==> src/rtl/qam_tx_pkg.sv <==
// qam_tx_pkg: shared states and default constants for the QAM-16 transmit sequencer
package qam_tx_pkg;
  localparam int SPS = 11;
  localparam int NTAPS = 32;
  localparam int COEF_W = 12;
  localparam int SET_W = 4;
  localparam int FLUSH_CYC = 32;
  localparam int PH_W = $clog2(SPS);
  typedef enum logic [2:0] {IDLE, LOAD, SWITCH, RUN, DRAIN} state_t;
endpackage

==> src/rtl/sym_timer.sv <==
// sym_timer: mod-SPS symbol phase counter
//   clk, reset : clock, async active-high reset
//   en         : advance phase this cycle
//   clr        : force phase to 0 (wins over en)
//   cnt        : current phase 0..SPS-1
//   wrap       : en while cnt==SPS-1, i.e. the phase returns to 0 next cycle
module sym_timer #(
  parameter int SPS = qam_tx_pkg::SPS,
  parameter int W = qam_tx_pkg::PH_W
) (
  input  logic         clk,
  input  logic         reset,
  input  logic         en,
  input  logic         clr,
  output logic [W-1:0] cnt,
  output logic         wrap
);
  assign wrap = en && cnt == W'(SPS - 1);
  always_ff @(posedge clk or posedge reset)
    if (reset) cnt <= '0;
    else cnt <= clr ? '0 : wrap ? '0 : en ? cnt + W'(1) : cnt;
endmodule

==> src/rtl/qam_tx_ctrl.sv <==
// qam_tx_ctrl: QAM-16 transmit sequencer (FIR coefficient reload, set switch, run/drain control)
//   load_req/load_set : start loading NTAPS coefficients into set load_set
//   run_req/stop_req  : start / stop symbol generation
//   cfg_valid/cfg_data/cfg_ready : coefficient beat handshake
//   coefi/coefi_valid/coef_sel/coef_on : FIR reload port, coef_on activates coef_sel
//   active_set        : currently active coefficient set
//   sym_cnt/sym_strobe/tx_en : symbol phase, new-symbol strobe, generator enable
//   busy/load_err     : not idle / load_req rejected
module qam_tx_ctrl #(
  parameter int SPS = qam_tx_pkg::SPS,
  parameter int NTAPS = qam_tx_pkg::NTAPS,
  parameter int COEF_W = qam_tx_pkg::COEF_W,
  parameter int SET_W = qam_tx_pkg::SET_W,
  parameter int FLUSH_CYC = qam_tx_pkg::FLUSH_CYC,
  localparam int PH_W = $clog2(SPS)
) (
  input  logic              clk,
  input  logic              reset,
  input  logic              load_req,
  input  logic [SET_W-1:0]  load_set,
  input  logic              run_req,
  input  logic              stop_req,
  input  logic              cfg_valid,
  input  logic [COEF_W-1:0] cfg_data,
  output logic              cfg_ready,
  output logic [COEF_W-1:0] coefi,
  output logic              coefi_valid,
  output logic [SET_W-1:0]  coef_sel,
  output logic              coef_on,
  output logic [SET_W-1:0]  active_set,
  output logic [PH_W-1:0]   sym_cnt,
  output logic              sym_strobe,
  output logic              tx_en,
  output logic              busy,
  output logic              load_err
);
  import qam_tx_pkg::*;
  localparam int TAP_W = $clog2(NTAPS + 1);
  localparam int FL_W = $clog2(FLUSH_CYC + 1);
  state_t state, state_n;
  logic run_pend, run_pend_n;
  logic [SET_W-1:0] set_q;
  logic [TAP_W-1:0] tap_cnt;
  logic [FL_W-1:0] flush_cnt;
  logic beat, wrap, start_load;
  assign cfg_ready = state == LOAD && tap_cnt < TAP_W'(NTAPS);
  assign beat = cfg_valid && cfg_ready;
  assign start_load = state == IDLE && load_req;
  always_comb begin
    state_n = state;
    run_pend_n = run_pend;
    case (state)
      IDLE: begin
        state_n = load_req ? LOAD : run_req ? RUN : IDLE;
        run_pend_n = load_req && run_req;
      end
      LOAD: begin
        state_n = beat && tap_cnt == TAP_W'(NTAPS - 1) ? SWITCH : LOAD;
        run_pend_n = stop_req ? 1'b0 : run_req ? 1'b1 : run_pend;
      end
      SWITCH: begin
        state_n = run_pend ? RUN : IDLE;
        run_pend_n = 1'b0;
      end
      RUN: state_n = stop_req ? DRAIN : RUN;
      DRAIN: state_n = flush_cnt == FL_W'(FLUSH_CYC - 1) ? IDLE : DRAIN;
      default: state_n = IDLE;
    endcase
  end
  // Phase advances only while running and is held at 0 whenever RUN is not next,
  // so the first RUN cycle always shows phase 0 and DRAIN shows 0 throughout.
  sym_timer #(.SPS(SPS), .W(PH_W)) u_timer (
    .clk(clk),
    .reset(reset),
    .en(state == RUN),
    .clr(state_n != RUN),
    .cnt(sym_cnt),
    .wrap(wrap)
  );
  always_ff @(posedge clk or posedge reset)
    if (reset) begin
      state <= IDLE;
      run_pend <= 1'b0;
      set_q <= '0;
      tap_cnt <= '0;
      flush_cnt <= '0;
      coefi <= '0;
      coefi_valid <= 1'b0;
      coef_sel <= '0;
      coef_on <= 1'b0;
      active_set <= '0;
      sym_strobe <= 1'b0;
      tx_en <= 1'b0;
      busy <= 1'b0;
      load_err <= 1'b0;
    end else begin
      state <= state_n;
      run_pend <= run_pend_n;
      set_q <= start_load ? load_set : set_q;
      tap_cnt <= state == LOAD ? tap_cnt + TAP_W'(beat) : '0;
      flush_cnt <= state == DRAIN ? flush_cnt + FL_W'(1) : '0;
      coefi <= beat ? cfg_data : coefi;
      coefi_valid <= beat;
      coef_sel <= start_load ? load_set : coef_sel;
      coef_on <= state_n == SWITCH;
      active_set <= state_n == SWITCH ? set_q : active_set;
      // Strobe on RUN entry and on every phase wrap while staying in RUN.
      sym_strobe <= state_n == RUN && (state != RUN || wrap);
      tx_en <= state_n == RUN;
      busy <= state_n != IDLE;
      load_err <= load_req && (state == RUN || state == DRAIN);
    end
endmodule

==> config.mk <==
export PLATFORM = sky130hd
export DESIGN_NAME = qam_tx_ctrl
export DESIGN_NICKNAME = d
export VERILOG_FILES = /design/src/rtl/qam_tx_pkg.sv /design/src/rtl/sym_timer.sv /design/src/rtl/qam_tx_ctrl.sv
export SDC_FILE = /design/constraint.sdc
export NUM_CORES = 1
export LEC_CHECK = 0
export CAP_MARGIN = 15
export CORE_MARGIN = 4
export CORE_UTILIZATION = 48
export DETAILED_ROUTE_END_ITERATION = 8
export PLACE_DENSITY = 0.8
export SYNTH_ARGS = -nofsm -noshare
export SYNTH_HDL_FRONTEND = slang
export SYNTH_HIERARCHICAL = 1
export SYNTH_SLANG_ARGS = --single-unit
==> constraint.sdc <==
create_clock -name clk -period 3.7 [get_ports clk]
set_clock_uncertainty 0.15 [all_clocks]
set_input_delay 0.37 -clock clk [delete_from_list [all_inputs] [get_ports clk]]
set_output_delay 0.37 -clock clk [all_outputs]
set_load 0.01 [all_outputs]
==> results_dict.tcl <==
set metrics [dict create \
    area_growth_pct 33.31 \
    cts_buffer_depth 2 \
    layout_commonest_cell "clkdlybuf4s50_1" \
    mostFrequentLayoutCells "clkdlybuf4s50_1 (52), dfrtp_1 (46), mux2_2 (16), nor2_1 (10)" \
    p_leak_nw 1.201 \
    instances_no_fill 273 \
    grt_pass1_wl_mm 6.955 \
    ys_seq_elements 46 \
    grt_max_degree 31 \
    start_util 0.5006 \
    post-route-min-period_ns 2.597 \
    antenna_found_initial 0 \
    die-area_mm2 0.005303 \
    yosysSeqAreaShare 0.5707 \
    ios 53 \
    cts_hold_buf 0 \
    cts_tree "built" \
    drt_iter0_drc 48 \
    slowest_stage "dfrtp_1" \
    viasPerCell 5.048 \
    max_freq_mhz 385.1 \
    place_area_mm2 0.002570 \
    finalSetupTns_ns 0 \
    setup_viol 0 \
    finish.utilization 0.6674 \
    drv_cap 0 \
    nets 249 \
    worst_slew_margin_rel 0.5213 \
    critPathTopFamily "simple AND/OR/NAND/NOR gates" \
    avgSynthCellArea_um2 12.08 \
    path_buf_inv 1 \
    period_share 0.7019 \
    power_mw 1.721 \
    r2r_slack_ns 1.10 \
    cp-start-kind "flop" \
    required_ns 3.78 \
    crit_type "flop to flop" \
    clock_latency_ns 0.30 \
    rows 23 \
    cp.arrival_ns 2.67 \
    tightest_slew_ns 0.7105 \
    crit_chain "or3b_1 > or2_2 > inv_1 > ha_1 > nand3_1 > or3_1 > a21oi_1" \
    ir_drop_mv 0.3854 \
    ctsResizeCount 0 \
    path_max_fanout 13 \
    die_w_um 72.82 \
    worst_slack_ns 1.103 \
    io_buffers 52 \
    synth_fp_nets 194 \
    whs_ns 0.1249 \
    drive_above_1_share 0.1480 \
    slowest_delay_ns 0.51 \
    status "finished, final reports clean" \
    cts-root-buf "clkbuf_8" \
    syn_inst 167 \
    syn-cell-area_mm2 0.002017 \
    clock-sinks 46 \
    grt_pass1_vias 1426 \
    synth.distinct_cells 35 \
    drtAntennaViolNets 0 \
    yosys_warnings 6 \
    coreArea_mm2 0.004029 \
    wl_per_cell_um 14.75 \
    post_cts_buffers 0 \
    maxSlewViolCount 0 \
    post-place-cells 264 \
    power_density_mw_per_mm2 640.2 \
    first_pass_iters 4 \
    end_kind "flop" \
    gp_congestion 0.7639 \
    drt-total-wl_mm 4.028 \
    grt_util_all_layers 0.1700 \
    r2r_cells 7 \
    dp_hpwl_mm 2.954 \
    reg2reg_from "state[0]$_DFF_PP0_" \
    cts_made_buffers 5 \
    postLayoutCellArea_mm2 0.002689 \
    vias 1378 \
    hold_viol 0 \
    grt_overflow 0 \
    r2r-end "tap_cnt[5]$_DFF_PP0_" \
    ctsHtreeMaxLevel 2 \
    diodes 0 \
    rsz0062_at_grt "no" \
    route.detailed.drc 0 \
    pre_cts_slack_ns 1.126 \
    die_h_um 72.82 \
    clk_pin_slew_worst_paths_ns 0.08 \
    hold_path_class "input pin to async pin" \
]
==> how the worst max path moves through the flow <==
stage	from	endpoint	depth (start not counted)
after CTS	state[0]$_DFF_PP0_	tap_cnt[5]$_DFF_PP0_	7
final	state[0]$_DFF_PP0_	tap_cnt[5]$_DFF_PP0_	7
after floorplan	state[1]$_DFF_PP0_	tap_cnt[5]$_DFF_PP0_	11
after global placement	state[0]$_DFF_PP0_	tap_cnt[5]$_DFF_PP0_	7
after global routing	state[0]$_DFF_PP0_	tap_cnt[5]$_DFF_PP0_	7
after detailed placement	state[0]$_DFF_PP0_	tap_cnt[5]$_DFF_PP0_	7
==> cells in the mapped netlist, drive strengths merged <==
master   instances  share of area
dfrtp           46           0.57
mux2            20           0.12
nor2            10          0.019
a21oi            8          0.022
nand2            8          0.015
nand3            8          0.020
inv              7          0.013
o21ai            7          0.017
buf              5          0.019
ha               5          0.031
nand2b           5          0.016
and2             4          0.012
xor2             4          0.017
nand3b           3          0.011
nor2b            3         0.0093
or3              3         0.0093
a21boi           2         0.0074
clkbuf           2         0.0037
nand4b           2         0.0087
nor3             2         0.0050
nor3b            2         0.0074
xnor2            2         0.0087
a211o            1         0.0043
a32o             1         0.0050
and3             1         0.0031
and4b            1         0.0050
o2111ai          1         0.0043
o22a             1         0.0043
or2              1         0.0031
or3b             1         0.0043
or4              1         0.0056
==> area by class of cell <==
cell class	instances	area [µm²]
clock buffers	7	86.33
repair buffers	55	563.0
flip-flops and latches	46	1151
well taps	50	62.56
fillers	310	1340
clock inverters	1	5.005
inverters	7	26.28
multi-input cells	107	794.5
==> power breakdown <==
| part | total (mW) | switching (mW) | internal, mW |
|---|---|---|---|
| Combinational | 0.657 | 0.264 | 0.393 |
| Clock | 0.313 | 0.162 | 0.151 |
| Sequential | 0.751 | 0.0996 | 0.651 |
==> state kept, by name, summed over array words and instances, names as in the netlist <==
name,flops
active_set,4
coefi_valid,1
coefi,12
u_timer/cnt,4
tx_en,1
sym_strobe,1
coef_sel,4
load_err,1
state,3
run_pend,1
tap_cnt,6
coef_on,1
flush_cnt,6
busy,1
==> per-layer routing <==
| layer | vias up | GRT usage | part of all wire |
|---|---|---|---|
| li1 | 679 | - | - |
| met1 | 665 | 0.2374 | 0.46 |
| met2 | 28 | 0.2575 | 0.49 |
| met3 | 6 | 0.04408 | 0.037 |
| met4 | 0 | 0.05943 | 0.0099 |
| met5 | - | 0 | 0 |
==> cells by family after synthesis <==
logic type / after synthesis / synth area share
AND/OR/NAND/NOR: 55 / 0.1532
flip-flops: 46 / 0.5707
AO/OA/AOI/OAI: 21 / 0.06451
multiplexers: 20 / 0.1191
buffers and inverters: 14 / 0.03536
XOR/XNOR: 6 / 0.02605
adder cells (fa/ha/maj): 5 / 0.03102
Power figures use the tool's default switching activity.
